===== config.mk =====
export PLATFORM = sky130hd
export DESIGN_NAME = pong_engine
export DESIGN_NICKNAME = d
export VERILOG_FILES = /design/src/rtl/pong_pkg.sv /design/src/rtl/pong_paddle.sv /design/src/rtl/pong_engine.sv
export SDC_FILE = /design/constraint.sdc
export NUM_CORES = 1
export LEC_CHECK = 0
export ABC_AREA = 1
export CORE_ASPECT_RATIO = 1.25
export CORE_MARGIN = 2
export CORE_UTILIZATION = 50
export DETAILED_ROUTE_END_ITERATION = 8
export PLACE_DENSITY = 0.71
export SLEW_MARGIN = 20
export SYNTH_ARGS = -nofsm -noshare
export SYNTH_HDL_FRONTEND = slang
export SYNTH_SLANG_ARGS = --single-unit

===== constraint.sdc =====
create_clock -name clk -period 2.2 [get_ports clk]
set_input_delay 0.22 -clock clk [delete_from_list [all_inputs] [get_ports clk]]
set_output_delay 0.22 -clock clk [all_outputs]
set_load 0.02 [all_outputs]

===== src/rtl/pong_pkg.sv =====
// rtl/pong_pkg.sv - shared constants, screen limits and state encoding for the pong engine
package pong_pkg;

   localparam logic [9:0] PADDLE_H     = 10'd64;
   localparam logic [9:0] PADDLE_W     = 10'd8;
   localparam logic [9:0] BALL_SZ      = 10'd8;
   localparam logic [9:0] PADDLE_SPEED = 10'd4;
   localparam logic [9:0] BALL_SPEED   = 10'd2;
   localparam logic [3:0] WIN_SCORE    = 4'd9;
   localparam logic [5:0] SERVE_FRAMES = 6'd60;

   localparam logic [9:0] PL_X         = 10'd16;
   localparam logic [9:0] PR_X         = 10'd616;
   localparam logic [9:0] PADDLE_Y_MAX = 10'd416;
   localparam logic [9:0] PADDLE_Y0    = 10'd208;
   localparam logic [9:0] BALL_X_MAX   = 10'd632;
   localparam logic [9:0] BALL_Y_MAX   = 10'd472;
   localparam logic [9:0] BALL_X0      = 10'd316;
   localparam logic [9:0] BALL_Y0      = 10'd236;
   localparam logic [9:0] HIT_L_X      = 10'd24;
   localparam logic [9:0] HIT_R_X      = 10'd608;
   localparam logic [9:0] CENTER_X0    = 10'd318;
   localparam logic [9:0] CENTER_X1    = 10'd321;

   typedef enum logic [1:0] {
      ST_SERVE     = 2'd0,
      ST_PLAY      = 2'd1,
      ST_POINT     = 2'd2,
      ST_GAME_OVER = 2'd3
   } state_t;

   // v lies in [lo, lo+len); widened so lo+len never wraps
   function automatic logic in_span(input logic [9:0] v, input logic [9:0] lo, input logic [9:0] len);
      return ({1'b0, v} >= {1'b0, lo}) && ({1'b0, v} < ({1'b0, lo} + {1'b0, len}));
   endfunction

endpackage


===== src/rtl/pong_paddle.sv =====
// rtl/pong_paddle.sv - one paddle: per-tick up/down step clamped to the playfield
module pong_paddle
   import pong_pkg::*;
(
   input  logic       clk,
   input  logic       reset,
   input  logic       tick,
   input  logic       enable,
   input  logic       up,
   input  logic       dn,
   output logic [9:0] y
);

   always_ff @(posedge clk or negedge reset) begin
      if (!reset) begin
         y <= PADDLE_Y0;
      end else if (tick && enable && (up ^ dn)) begin
         if (up)
            y <= (y < PADDLE_SPEED) ? 10'd0 : y - PADDLE_SPEED;
         else
            y <= (y > PADDLE_Y_MAX - PADDLE_SPEED) ? PADDLE_Y_MAX : y + PADDLE_SPEED;
      end
   end

endmodule


===== src/rtl/pong_engine.sv =====
// rtl/pong_engine.sv - pong game state machine, ball physics, scoring and pixel render
module pong_engine
   import pong_pkg::*;
(
   input  logic       clk,
   input  logic       reset,
   input  logic [9:0] hcount,
   input  logic [9:0] vcount,
   input  logic       hsync,
   input  logic       vsync,
   input  logic       btn_l_up,
   input  logic       btn_l_dn,
   input  logic       btn_r_up,
   input  logic       btn_r_dn,
   output logic       r,
   output logic       g,
   output logic       b,
   output logic [3:0] score_l,
   output logic [3:0] score_r,
   output logic       game_over
);

   logic       vs_prev, tick;
   state_t     state;
   logic [5:0] serve_cnt;
   logic [9:0] ball_x, ball_y, pl_y, pr_y;
   logic       dir_x, dir_y, scorer_left;
   logic       paddles_live, overlap_l, overlap_r;
   logic       hit_l, hit_r, miss_l, miss_r, wall_top, wall_bot, white;

   always_ff @(posedge clk or negedge reset) begin
      if (!reset) begin
         vs_prev <= 1'b1;
         tick    <= 1'b0;
      end else begin
         vs_prev <= vsync;
         tick    <= vs_prev & ~vsync;
      end
   end

   assign paddles_live = (state == ST_SERVE) || (state == ST_PLAY);

   pong_paddle u_pad_l (.clk(clk), .reset(reset), .tick(tick), .enable(paddles_live),
                        .up(btn_l_up), .dn(btn_l_dn), .y(pl_y));
   pong_paddle u_pad_r (.clk(clk), .reset(reset), .tick(tick), .enable(paddles_live),
                        .up(btn_r_up), .dn(btn_r_dn), .y(pr_y));

   // Event tests are phrased on the current position so a move below zero never wraps
   assign overlap_l = (ball_y + BALL_SZ > pl_y) && (ball_y < pl_y + PADDLE_H);
   assign overlap_r = (ball_y + BALL_SZ > pr_y) && (ball_y < pr_y + PADDLE_H);
   assign hit_l     = !dir_x && (ball_x >= HIT_L_X) && (ball_x <= HIT_L_X + BALL_SPEED) && overlap_l;
   assign hit_r     =  dir_x && (ball_x <= HIT_R_X) && (ball_x >= HIT_R_X - BALL_SPEED) && overlap_r;
   assign miss_l    = !dir_x && (ball_x <= BALL_SPEED);
   assign miss_r    =  dir_x && (ball_x >= BALL_X_MAX - BALL_SPEED);
   assign wall_top  = !dir_y && (ball_y <= BALL_SPEED);
   assign wall_bot  =  dir_y && (ball_y >= BALL_Y_MAX - BALL_SPEED);

   always_ff @(posedge clk or negedge reset) begin
      if (!reset) begin
         state       <= ST_SERVE;
         serve_cnt   <= 6'd0;
         ball_x      <= BALL_X0;
         ball_y      <= BALL_Y0;
         dir_x       <= 1'b1;
         dir_y       <= 1'b1;
         scorer_left <= 1'b0;
         score_l     <= 4'd0;
         score_r     <= 4'd0;
         game_over   <= 1'b0;
      end else if (tick) begin
         case (state)
            ST_SERVE: begin
               if (serve_cnt == SERVE_FRAMES - 6'd1) begin
                  state     <= ST_PLAY;
                  serve_cnt <= 6'd0;
               end else begin
                  serve_cnt <= serve_cnt + 6'd1;
               end
            end
            ST_PLAY: begin
               if (wall_top) begin
                  ball_y <= 10'd0;
                  dir_y  <= 1'b1;
               end else if (wall_bot) begin
                  ball_y <= BALL_Y_MAX;
                  dir_y  <= 1'b0;
               end else begin
                  ball_y <= dir_y ? ball_y + BALL_SPEED : ball_y - BALL_SPEED;
               end
               if (hit_l) begin
                  ball_x <= HIT_L_X;
                  dir_x  <= 1'b1;
               end else if (hit_r) begin
                  ball_x <= HIT_R_X;
                  dir_x  <= 1'b0;
               end else if (miss_l) begin
                  ball_x      <= 10'd0;
                  scorer_left <= 1'b0;
                  state       <= ST_POINT;
               end else if (miss_r) begin
                  ball_x      <= BALL_X_MAX;
                  scorer_left <= 1'b1;
                  state       <= ST_POINT;
               end else begin
                  ball_x <= dir_x ? ball_x + BALL_SPEED : ball_x - BALL_SPEED;
               end
            end
            ST_POINT: begin
               if (scorer_left) score_l <= score_l + 4'd1;
               else             score_r <= score_r + 4'd1;
               if ((scorer_left ? score_l : score_r) == WIN_SCORE - 4'd1) begin
                  state     <= ST_GAME_OVER;
                  game_over <= 1'b1;
               end else begin
                  state     <= ST_SERVE;
                  ball_x    <= BALL_X0;
                  ball_y    <= BALL_Y0;
                  dir_x     <= scorer_left;    // serve toward the player who lost the point
                  serve_cnt <= 6'd0;
               end
            end
            ST_GAME_OVER: begin
               if (btn_l_up && btn_r_up) begin
                  state     <= ST_SERVE;
                  score_l   <= 4'd0;
                  score_r   <= 4'd0;
                  ball_x    <= BALL_X0;
                  ball_y    <= BALL_Y0;
                  serve_cnt <= 6'd0;
                  game_over <= 1'b0;
               end
            end
            default: state <= ST_SERVE;
         endcase
      end
   end

   always_comb begin
      white = 1'b0;
      if (in_span(hcount, PL_X, PADDLE_W) && in_span(vcount, pl_y, PADDLE_H)) white = 1'b1;
      if (in_span(hcount, PR_X, PADDLE_W) && in_span(vcount, pr_y, PADDLE_H)) white = 1'b1;
      if ((state != ST_GAME_OVER) && in_span(hcount, ball_x, BALL_SZ) && in_span(vcount, ball_y, BALL_SZ))
         white = 1'b1;
      if ((hcount >= CENTER_X0) && (hcount <= CENTER_X1) && !vcount[4]) white = 1'b1;
   end

   always_ff @(posedge clk or negedge reset) begin
      if (!reset) begin
         r <= 1'b0;
         g <= 1'b0;
         b <= 1'b0;
      end else begin
         r <= white & hsync & vsync;
         g <= white & hsync & vsync;
         b <= white & hsync & vsync;
      end
   end

endmodule


==> results.txt <==
The initial antenna violation count came out at 0. The tree is rooted in a clkbuf_16. In this run, distinct cell masters in the synthesized netlist total 50.

The floorplan has 47 rows. At the pin with the least slew margin, the transition time is 0.418 ns. The clock drives 57 sinks.

After clock tree synthesis, the clock-pin slew on the worst setup and hold paths is 0.06 ns. The post-place setup slack is -0.296 ns. Counting tap cells, the placed design contains a total of 1259 instances. In this run the worst hold path is classified as input port to flop. The hold violation total from the final report is 0. The die boundary width came out at 108 um. Headroom to the max-slew limit came out at 71.9%.

The accumulated negative setup slack came out at -4.20 ns. The fraction of registers with async set/reset is 100%. The utilization of the core after routing is 67.0%. TritonCTS built the clock tree.

The post-route clock period utilization came out at 116%. The combined global-route utilization of all metal layers is 28.8%. The fmax came out at 391 MHz. After detailed routing, the number of remaining DRC violations is 0.

In this run the deepest clock path goes through 2 buffers. The worst setup slack after layout came out at -0.356 ns. The final standard cell count with taps included and fillers excluded came out at 1289.

The height of the die is 133 um. The cell area that synthesis handed to floorplanning was 6700 um2. STA classifies the critical path startpoint as a flop. The remaining number of nets flagged by the antenna check after routing is 0.

In this run the worst path has a maximum fanout of 4. The number of register bits inferred by synthesis is 57. The number of buffers inserted during clock tree synthesis came out at 9. After synthesis, the mean cell area works out to 6.95 um2. Counting every net in the synthesized netlist gives 1106. The initial detailed-routing violation count came out at 506. The first global-routing pass estimated 32.7 mm of wire. In the final layout, the share of cells above drive strength 1 is 23.7%.

Entering global routing, the biggest net connects 58 pins. The diode insertion count for antenna repair is 0. The post-synthesis to final-layout area growth is 31.6%. The routed wirelength normalized by instance count came out at 16.4 um. In the synthesized netlist the dominant register cell turns out to be dfrtp_1. The count of endpoints failing setup in the final report is 14. The number of warnings reported in the yosys synthesis log came out at 0. The multi-input gate area in the final layout came out at 5050 um2. The count of vias placed by the detailed router is 7157. Registers take 1450 um2. The critical path is of the flop to flop type.

The clock arrives with 0.0127 ns of skew. The latest clock arrival within the worst-skew pair is 0.35 ns. Setup repair after global routing could not meet its margin everywhere. Yosys mapped a number of flops with a built-in enable equal to 0.

The worst setup path is captured at a flop. At the worst endpoint, the required time is 2.43 ns. The final weighted congestion in routability-driven placement is 0.980. The power density relative to cell area is 1030 nW/um2. Sequential elements use 21.6% of the synthesized area. The number of max-slew violations in the final report is 0. The final period demand of the worst path is 2.56 ns. The first-pass iteration count of the detailed router came out at 5.

The max capacitance violation total is 0. The number of nets in the final layout is 1254. The half-perimeter wire length after placement came out at 15.5 mm. The post-synthesis cell count came out at 965. The initial core utilization came out at 50.9%. The aggregate routed wire length came out at 21.1 mm. The via count of the first global-routing pass came out at 6813.

CTS built an H-tree with a depth of 3. The flow ran to the end, but the final reports show violations. The die covers 14400 um2.

The final reports fail on setup timing. The number of buffers added on ports came out at 37. The area of the core region came out at 13200 um2. The via-per-instance ratio is 5.55. The filler cells instantiated in the layout total 1124. The critical path arrival is 2.78 ns.

The reported leakage power is 4.40 nW. The I/O pin total is 40. Across the VDD grid, the largest voltage drop is 0.594 mV. The overflow left after global routing is 0.
[cells in the final DEF (no fill, tap or decap), types with 7 or more instances in the layout]
cell type        netlist  layout
clkbuf_16              0       9
o21ai_1               14      15
nand2_1              222     209
nor2_2                 8       8
buf_4                  5     110
nor3_1                14      12
dfrtp_1               38      37
inv_2                 18      28
a21oi_2                3       7
o21ai_0               53      52
nor2_1                80      76
nand3_1               65      64
o22ai_1                7       7
dfstp_2               19      19
inv_1                113     100
nand2_2               10      17
a21oi_1               58      54
clkdlybuf4s50_1        0      36
ha_4                   0      15
xor2_1                36      31
nand4_1               14      14
ha_1                 113      98
[per-layer routing]
layer	up-vias	track usage, %	part of all wire, %
met2	241	51.6	51
met3	81	2.98	4.4
met1	3339	34.2	40
met4	0	12.8	5.1
met5	-	0	0
li1	3496	-	-
[area by class of cell]
cell class                 count  share of cell area, %
timing repair buffer         152                   14.2
clock inverter                 7                   1.15
tap                          171                   2.43
multi-input combinational    756                   57.2
inverter                     137                   5.97
sequential                    57                   16.5
clock buffer                   9                   2.55
[power breakdown]
group / switching [mW] / internal [mW] / total [mW]
clock network: 0.593 / 1.00 / 1.59
registers: 0.348 / 1.41 / 1.76
logic: 3.28 / 2.42 / 5.70
[synthesized netlist by cell type (4+ instances only)]
cell type,count,area [um2]
xor2_1,36,315
nor2_2,8,50.1
nand3_1,65,325
ha_1,113,1410
o21a_1,5,37.5
buf_4,5,37.5
o21ai_0,53,265
inv_1,113,424
o22ai_1,7,43.8
nand4_1,14,87.6
xnor2_1,5,43.8
buf_2,8,40.0
nor2_1,80,300
dfrtp_1,38,951
a21oi_1,58,290
inv_2,18,67.6
o21ai_1,14,70.1
nand2_1,222,833
nand2_2,10,62.6
dfstp_2,19,499
clkinv_1,4,15.0
nor3_1,14,70.1
a22oi_1,7,52.6
[worst max-delay path, cell delays in order, from the launching register on]
cell,delay (ns)
dfstp_2,0.59
nand2_2,0.09
nor2_4,0.14
a31oi_2,0.11
a21oi_2,0.21
buf_4,0.17
ha_4,0.20
nand2_4,0.08
a21oi_1,0.06
nor2_1,0.15
nand3_1,0.13
nand3_4,0.12
nand2_4,0.07
nand2_2,0.09
nand2_2,0.08
nand2_1,0.08
o21ai_1,0.07
[stage by stage]
step                      hold WS [ns]  cell area, um2  power [mW]
after floorplan                -0.0756            6770        4.95
after global routing             0.356            8820        9.76
after detailed placement         0.251            8010        6.81
after CTS                        0.340            8520        8.62
after global placement           0.249            8010        6.71
final                            0.338            8820        9.05
[worst paths after layout]
path                           start            to  slack, ns  cells after the start
setup / recovery           ball_y[5]      state[0]      -0.36                     16
hold / removal                 vsync       vs_prev       0.34                      1
setup reg to reg           ball_y[5]      state[0]      -0.36                     16
hold reg to reg              vs_prev          tick       0.46                      2
max in group asynchronous      reset         dir_y       1.46                      3
min in group asynchronous      reset  u_pad_l.y[5]       0.41                      3
[flip-flops by register name, summed over array words and instances, names as in the netlist, 2 cells and up]
| name | cells |
|---|---|
| u_pad_l.y | 8 |
| ball_y | 9 |
| state | 2 |
| score_r | 4 |
| serve_cnt | 6 |
| ball_x | 9 |
| score_l | 4 |
| u_pad_r.y | 8 |
[kinds of logic (layout without fill, tap and decap cells)]
| logic type | count (synthesis) | in the layout | share of synthesized area (%) |
|---|---|---|---|
| AOI/OAI and AO/OA | 169 | 169 | 14.4 |
| DFF | 57 | 57 | 21.6 |
| buffers and inverters | 152 | 305 | 9.24 |
| xor gates and xnor gates | 41 | 41 | 5.36 |
| adders and majority gates | 113 | 113 | 21.1 |
| and+or+nand+nor | 433 | 433 | 28.3 |
[timing repair]
item	4_1_cts	5_1_grt
setup endpoints to repair	14	15
pin swaps	13	34
buffers inserted	4	10
gates resized for setup	29	43
hold endpoints to repair	38	0
hold buffers	1	0
(Power assumes the default switching activity.)
